<file path="src/rtl/mem_copy_dma_if.sv">
// Control and memory-bus signals of the word-copy DMA engine.
// master is the engine; slave is the control side together with the memory responder.
interface mem_copy_dma_if #(
    parameter int unsigned LEN_WIDTH = 16
) ();
    logic                 start_i;
    logic [31:0]          src_i;
    logic [31:0]          dst_i;
    logic [LEN_WIDTH-1:0] len_i;
    logic                 busy_o;
    logic                 done_o;
    logic                 err_o;
    logic                 rd_en_o;
    logic                 wr_en_o;
    logic [31:0]          addr_o;
    logic [31:0]          data_o;
    logic [31:0]          data_i;
    logic                 ack_i;

    modport master (
        input  start_i, src_i, dst_i, len_i, data_i, ack_i,
        output busy_o, done_o, err_o, rd_en_o, wr_en_o, addr_o, data_o
    );

    modport slave (
        output start_i, src_i, dst_i, len_i, data_i, ack_i,
        input  busy_o, done_o, err_o, rd_en_o, wr_en_o, addr_o, data_o
    );
endinterface

</file>
<file path="src/rtl/mem_copy_dma.sv">
// Word-copy bus initiator: reads a word from src, writes it to dst, repeats len times.
// Each bus access is guarded by a per-access timeout that parks the engine in a sticky error.
module mem_copy_dma #(
    parameter int unsigned ADDR_STEP   = 4,
    parameter int unsigned LEN_WIDTH   = 16,
    parameter int unsigned TIMEOUT_CYC = 255
) (
    input  logic           clk,
    input  logic           rst_n,
    mem_copy_dma_if.master bus
);
    localparam logic [2:0] S_IDLE = 3'd0;
    localparam logic [2:0] S_RD   = 3'd1;
    localparam logic [2:0] S_WR   = 3'd2;
    localparam logic [2:0] S_DONE = 3'd3;
    localparam logic [2:0] S_ERR  = 3'd4;

    // The counter only has to hold 0 .. TIMEOUT_CYC-1 before the engine leaves the state.
    localparam int unsigned     TO_W      = (TIMEOUT_CYC < 2) ? 1 : $clog2(TIMEOUT_CYC);
    localparam int unsigned     TO_LAST   = (TIMEOUT_CYC == 0) ? 0 : TIMEOUT_CYC - 1;
    localparam logic [TO_W-1:0] TO_LAST_V = TO_W'(TO_LAST);
    localparam logic [31:0]     STEP      = 32'(ADDR_STEP);

    logic [2:0]           state_q;
    logic [2:0]           state_d;
    logic [31:0]          src_q;
    logic [31:0]          dst_q;
    logic [31:0]          buf_q;
    logic [LEN_WIDTH-1:0] len_q;
    logic [LEN_WIDTH-1:0] len_dec;
    logic [TO_W-1:0]      to_cnt_q;
    logic                 err_q;

    logic in_access;
    logic start_ok;
    logic rd_ack;
    logic wr_ack;
    logic timeout_hit;
    logic last_word;

    assign in_access   = (state_q == S_RD) || (state_q == S_WR);
    assign start_ok    = (state_q == S_IDLE) && bus.start_i;
    assign rd_ack      = (state_q == S_RD) && bus.ack_i;
    assign wr_ack      = (state_q == S_WR) && bus.ack_i;
    assign len_dec     = len_q - LEN_WIDTH'(1);
    assign last_word   = (len_dec == '0);
    // An ack in the final allowed cycle still wins over the timeout.
    assign timeout_hit = (TIMEOUT_CYC != 0) && in_access && !bus.ack_i
                         && (to_cnt_q == TO_LAST_V);

    always_comb begin
        // NOTE: state_d gets a default first, so no branch can leave it unassigned and infer a latch.
        state_d = state_q;
        case (state_q)
            S_IDLE: begin
                if (bus.start_i) begin
                    state_d = (bus.len_i == '0) ? S_DONE : S_RD;
                end
            end
            S_RD: begin
                if (bus.ack_i) begin
                    state_d = S_WR;
                end else if (timeout_hit) begin
                    state_d = S_ERR;
                end
            end
            S_WR: begin
                if (bus.ack_i) begin
                    state_d = last_word ? S_DONE : S_RD;
                end else if (timeout_hit) begin
                    state_d = S_ERR;
                end
            end
            S_DONE:  state_d = S_IDLE;
            S_ERR:   state_d = S_IDLE;
            default: state_d = S_IDLE;
        endcase
    end

    // NOTE: every register here, the data buffer included, is a plain flop and takes the async reset.
    always_ff @(posedge clk or negedge rst_n) begin
        if (!rst_n) begin
            state_q <= S_IDLE;
            src_q   <= '0;
            dst_q   <= '0;
            len_q   <= '0;
            buf_q   <= '0;
            err_q   <= 1'b0;
        end else begin
            // NOTE: non-blocking assignments so every flop samples the pre-edge values.
            state_q <= state_d;
            if (start_ok) begin
                src_q <= bus.src_i;
                dst_q <= bus.dst_i;
                len_q <= bus.len_i;
                err_q <= 1'b0;
            end
            if (rd_ack) begin
                buf_q <= bus.data_i;
            end
            if (wr_ack) begin
                src_q <= src_q + STEP;
                dst_q <= dst_q + STEP;
                len_q <= len_dec;
            end
            if (timeout_hit) begin
                err_q <= 1'b1;
            end
        end
    end

    // Restarts on every state change, so each RD and each WR gets a full budget.
    always_ff @(posedge clk or negedge rst_n) begin
        if (!rst_n) begin
            to_cnt_q <= '0;
        end else if ((state_d != state_q) || (TIMEOUT_CYC == 0)) begin
            to_cnt_q <= '0;
        end else if (in_access) begin
            to_cnt_q <= to_cnt_q + TO_W'(1);
        end
    end

    // Bus outputs decode straight from state, so an async reset clears them at once.
    assign bus.rd_en_o = (state_q == S_RD);
    assign bus.wr_en_o = (state_q == S_WR);
    assign bus.addr_o  = (state_q == S_RD) ? src_q :
                         (state_q == S_WR) ? dst_q : 32'd0;
    assign bus.data_o  = (state_q == S_WR) ? buf_q : 32'd0;
    assign bus.busy_o  = in_access;
    assign bus.done_o  = (state_q == S_DONE);
    assign bus.err_o   = err_q;

    a_rd_wr_exclusive: assert property (
        @(posedge clk) disable iff (!rst_n) !(bus.rd_en_o && bus.wr_en_o)
    );

    a_request_held: assert property (
        @(posedge clk) disable iff (!rst_n)
        (in_access && !bus.ack_i && !timeout_hit)
            |=> ($stable(bus.rd_en_o) && $stable(bus.wr_en_o)
                 && $stable(bus.addr_o) && $stable(bus.data_o))
    );
endmodule

</file>
<file path="src/flat_wrapper.sv">
// flat-port wrapper written by rule: the top's interface ports become plain ports
module mem_copy_dma_flat 
#(
    parameter int unsigned ADDR_STEP   = 4,
    parameter int unsigned LEN_WIDTH   = 16,
    parameter int unsigned TIMEOUT_CYC = 255
)
  (clk, rst_n, bus_start_i, bus_src_i, bus_dst_i, bus_len_i, bus_data_i, bus_ack_i, bus_busy_o, bus_done_o, bus_err_o, bus_rd_en_o, bus_wr_en_o, bus_addr_o, bus_data_o);
  mem_copy_dma_if #(.LEN_WIDTH(LEN_WIDTH)) bus_i ();
  input  logic clk;
  input  logic rst_n;
  input wire logic [$bits(bus_i.start_i)-1:0] bus_start_i;
  input wire logic [$bits(bus_i.src_i)-1:0] bus_src_i;
  input wire logic [$bits(bus_i.dst_i)-1:0] bus_dst_i;
  input wire logic [$bits(bus_i.len_i)-1:0] bus_len_i;
  input wire logic [$bits(bus_i.data_i)-1:0] bus_data_i;
  input wire logic [$bits(bus_i.ack_i)-1:0] bus_ack_i;
  output wire logic [$bits(bus_i.busy_o)-1:0] bus_busy_o;
  output wire logic [$bits(bus_i.done_o)-1:0] bus_done_o;
  output wire logic [$bits(bus_i.err_o)-1:0] bus_err_o;
  output wire logic [$bits(bus_i.rd_en_o)-1:0] bus_rd_en_o;
  output wire logic [$bits(bus_i.wr_en_o)-1:0] bus_wr_en_o;
  output wire logic [$bits(bus_i.addr_o)-1:0] bus_addr_o;
  output wire logic [$bits(bus_i.data_o)-1:0] bus_data_o;
  assign bus_i.start_i = bus_start_i;
  assign bus_i.src_i = bus_src_i;
  assign bus_i.dst_i = bus_dst_i;
  assign bus_i.len_i = bus_len_i;
  assign bus_i.data_i = bus_data_i;
  assign bus_i.ack_i = bus_ack_i;
  assign bus_busy_o = bus_i.busy_o;
  assign bus_done_o = bus_i.done_o;
  assign bus_err_o = bus_i.err_o;
  assign bus_rd_en_o = bus_i.rd_en_o;
  assign bus_wr_en_o = bus_i.wr_en_o;
  assign bus_addr_o = bus_i.addr_o;
  assign bus_data_o = bus_i.data_o;
  mem_copy_dma #(.ADDR_STEP(ADDR_STEP), .LEN_WIDTH(LEN_WIDTH), .TIMEOUT_CYC(TIMEOUT_CYC)) u_core (.clk(clk), .rst_n(rst_n), .bus(bus_i));
endmodule
</file>
<file path="config.mk">
export PLATFORM = sky130hd
export DESIGN_NAME = mem_copy_dma_flat
export DESIGN_NICKNAME = d
export VERILOG_FILES = /design/src/rtl/mem_copy_dma_if.sv /design/src/rtl/mem_copy_dma.sv /design/src/flat_wrapper.sv
export SDC_FILE = /design/constraint.sdc
export NUM_CORES = 1
export LEC_CHECK = 0
export CORE_MARGIN = 5
export CORE_UTILIZATION = 29
export CTS_CLUSTER_DIAMETER = 30
export DETAILED_ROUTE_END_ITERATION = 8
export SYNTH_ARGS = -nofsm -noshare
export SYNTH_HDL_FRONTEND = slang
export SYNTH_SLANG_ARGS = --single-unit
</file>
<file path="constraint.sdc">
create_clock -name clk -period 2.85 [get_ports clk]
set_input_delay 0.285 -clock clk [delete_from_list [all_inputs] [get_ports clk]]
set_output_delay 0.285 -clock clk [all_outputs]
set_load 0.02 [all_outputs]
</file>
==> summary.md, run 1 <==
| Metric | Value |
|---|---|
| H-Tree Depth | `4` |
| Vias per Instance | `5.39` |
| Vias after detailed routing | `slightly above 7,000` |
| Share of the yosys chip area belonging to registers | `0.427` |
| Most common library cell in the layout ignoring fill and taps | `sky130_fd_sc_hd__clkdlybuf4s50_1` |
| Rows | `58` |
| Number of enable-type register cells in the synthesized netlist | `0` |
| Count of input and output buffers | `184` |
| Final-report max-slew violation count | `0` |
| DIE HEIGHT | `~170 µm` |
| Weighted congestion reported at the end of routability-driven placement | `around 0.86` |
| Area of the core | `24,900 µm²` |
| Fraction of registers with async set/reset | `1.00` |
| Final worst path period share | `0.948` |
| Initial core utilization | `0.292` |
| Synthesis-stage register bit count | `124` |
| Count of antenna diodes in the layout | `0` |
| Warning count from the yosys run | `0` |
| Area of the mapped netlist | `7260 µm²` |
| Syn Nets | `928` |
| Slew at the pin closest to its max-slew limit | `0.745 ns` |
| Final Hold Viols | `0` |
| Remaining number of nets flagged by the antenna check after routing | `0` |
| Crit path kind | `reg2out` |
| Rel. slew slack | `0.498` |
| Total overflow reported by the global router | `0` |
| Status | `complete, no violations` |
| Synth Area per Inst | `9.01 µm²` |
| Wire length of the first global-routing pass | `approximately 39 mm` |
| Routed wirelength normalized by instance count | `18.4 µm` |
| Number of antenna violations at the first check in global routing | `0` |
| Clk_lat worst skew | `0.42 ns` |
| Lkg Pwr | `between 0.003 and 0.004 µW` |
| Largest clock skew in the final design | `0.00923 ns` |
| Die Width | `168 µm` |
| Upper clock frequency limit | `370 MHz` |
| Clock edge transition at the registers on the reported setup and hold paths | `0.06 ns` |
| Type of element capturing the critical path | `output pin` |
| Post-route DRC | `0` |
| Net count of the finished layout | `roughly 1,100` |
| Routed wire length on met3 | `1.67 mm` |
| Hold/Removal Path Class | `in2async` |
| Data arrival time of the worst path | `2.42 ns` |
| Met1 routed wirelength after detailed routing | `between 10 and 15 mm` |
| Dominant synthesized flop cell | `sky130_fd_sc_hd__dfrtp_1` |
| Clock tree from TritonCTS | `done` |
| DR iter-0 viols | `602` |
| Area of the die | `about 28,000 µm²` |
| Final Setup Violations | `0` |
| All-layer global routing usage | `0.167` |
| Share of final-layout standard cells stronger than drive strength 1 | `0.114` |
| Top layer reached by signal wires | `met4` |
| Cell chosen for the clock root | `sky130_fd_sc_hd__clkbuf_16` |
| Number of global-route vias before repair | `approximately 7,000` |
| Post-route setup TNS | `0 ns` |
| Ports | `185` |
| Crit path launch type | `flop` |
| Number of distinct library cell variants in the gate-level netlist after synthesis | `62` |
| Drt total wl | `24.3 mm` |
| Pre-antenna DRT Iters | `5` |
| RSZ-0062 raised after global routing | `false` |
| Time the final worst path needs with I/O delays and setup | `2.70 ns` |
| Required arrival time at the worst endpoint | `2.57 ns` |
| Clock Sinks | `roughly 120` |
| Maximum capacitance violations | `0` |
| Tightest hold margin | `between 0.2 and 0.3 ns` |
| Number of buffers created by CTS | `17` |
| Highest-count cells in the layout ignoring fill and taps | `183 x sky130_fd_sc_hd__clkdlybuf4s50_1, 124 x sky130_fd_sc_hd__dfrtp_1, 109 x sky130_fd_sc_hd__nand2_1, 51 x sky130_fd_sc_hd__nand3_1, 50 x sky130_fd_sc_hd__o21ai_0` |
| Biggest fanout along the worst timing path | `33` |
| Layout overhead on the synthesized area | `40.7%` |
| Length of routed met2 wiring | `10.6 mm` |
| Post-synthesis cell count | `806` |
| Dpl hpwl | `16.8 mm` |
| Pin count of the biggest net entering global routing | `94` |
| Worst vdd rail ir drop | `0.401 mV` |
| Total power density per cell area | `roughly 1000 nW/µm²` |
| Maximum count of clock buffers along a single path | `2` |
==> final timing paths <==
kind | from | to | slack, ns | depth (start not counted)
max in group asynchronous | rst_n | u_core.buf_q[1] | 1.76 | 3
max | u_core.state_q[2] | bus_addr_o[31] | 0.15 | 5
max reg2reg | u_core.len_q[0] | u_core.state_q[1] | 0.44 | 7
min | rst_n | u_core.dst_q[20] | 0.29 | 2
min in group clk | bus_src_i[0] | u_core.src_q[0] | 0.40 | 3
min reg2reg | u_core.bus.err_o | u_core.bus.err_o | 0.48 | 1
==> stage by stage <==
| stage | util | std cells | power (µW) | instance area [µm²] | worst slack (ns) |
|---|---|---|---|---|---|
| 2_1_floorplan | - | 806 | 6170 | 7260 | 0.719 |
| 3_3_place_gp | 0.384 | 1283 | 8060 | 9560 | 0.530 |
| 3_5_place_dp | 0.384 | 1283 | 8120 | 9560 | 0.484 |
| 4_1_cts | 0.409 | 1316 | 10400 | 10200 | 0.0723 |
| 5_1_grt | 0.411 | 1319 | 11100 | 10200 | 0.0296 |
| 6_report | 0.411 | 1319 | 10400 | 10200 | 0.147 |
==> report_power, final <==
part | switching, µW | internal, µW | leakage [µW]
clock network | 836 | 1440 | 0.000301
registers | 949 | 2570 | 0.00153
logic | 2440 | 2200 | 0.00216
==> flip-flops by register name (all words and copies together) (netlist names) <==
name,flops
u_core.to_cnt_q,8
u_core.bus.err_o,1
u_core.len_q,16
u_core.dst_q,32
u_core.buf_q,32
u_core.state_q,3
u_core.src_q,32
==> critical path, stage by stage (launching register included) <==
cell and delay [ns]:
sky130_fd_sc_hd__dfrtp_1 0.52, sky130_fd_sc_hd__nor3b_4 0.25, sky130_fd_sc_hd__buf_4 0.15, sky130_fd_sc_hd__clkbuf_16 0.22
sky130_fd_sc_hd__a22o_1 0.20, sky130_fd_sc_hd__clkdlybuf4s50_1 0.66
==> repair_timing <==
action | CTS | global route
resized for setup | 0 | 2
setup buffers | 0 | 2
hold endpoints to repair | 16 | 0
hold buffers | 1 | 0
setup endpoints to repair | 0 | 2
==> synth_stat cells, drive strengths merged (4+ instances only) <==
library cell,count,area (µm²)
or2,4,25.0
dfrtp,124,3100
a22o,32,280
a22oi,6,45.0
a31oi,21,131
mux2,32,360
nor3b,5,42.5
buf,13,63.8
and2,38,238
nand2,109,409
o21ai,51,255
a41oi,4,35.0
clkbuf,50,189
o311ai,23,201
ha,6,75.1
nand3,51,255
or4,5,41.3
a221o,16,161
xnor2,4,35.0
a21oi,13,65.1
nand4,21,131
nor2,49,184
nor4,17,143
o211ai,22,165
or3,9,61.3
inv,13,48.8
nor3,14,80.1
xor2,7,61.3
and3,13,81.3
==> cells by family (layout without fill, tap and decap cells) <==
| kind of cell | Yosys count | after routing | share of synthesized area |
|---|---|---|---|
| buffers and inverters | 76 | 259 | 0.0415 |
| XOR/XNOR | 11 | 11 | 0.0133 |
| AO/OA/AOI/OAI | 206 | 206 | 0.205 |
| AND/OR/NAND/NOR | 349 | 349 | 0.251 |
| adder cells (fa/ha/maj) | 6 | 6 | 0.0103 |
| flip-flops | 124 | 124 | 0.427 |
| multiplexers | 34 | 34 | 0.0524 |
==> per-layer routing <==
metal | vias up | global-route usage
met1 | 3376 | 0.239
met5 | - | 0
met4 | 0 | 0.0515
met2 | 320 | 0.255
met3 | 32 | 0.0338
li1 | 3381 | -
==> area by class of cell <==
class,instances,area [µm²]
fillers,2450,14700
flip-flops and latches,124,3100
multi-input cells,606,3910
clock buffers,20,467
inverters,13,48.8
clock inverters,12,144
repair buffers,214,2140
well taps,330,413
No activity file was read; power rests on OpenSTA's default activity.
==> inputs of run 2 (changes only) <==
- ABC_CLOCK_PERIOD_IN_PS: default -> 2850
==> results of run 2 <==
No change in the layout: final DEF, timing and power equal those of run 1.
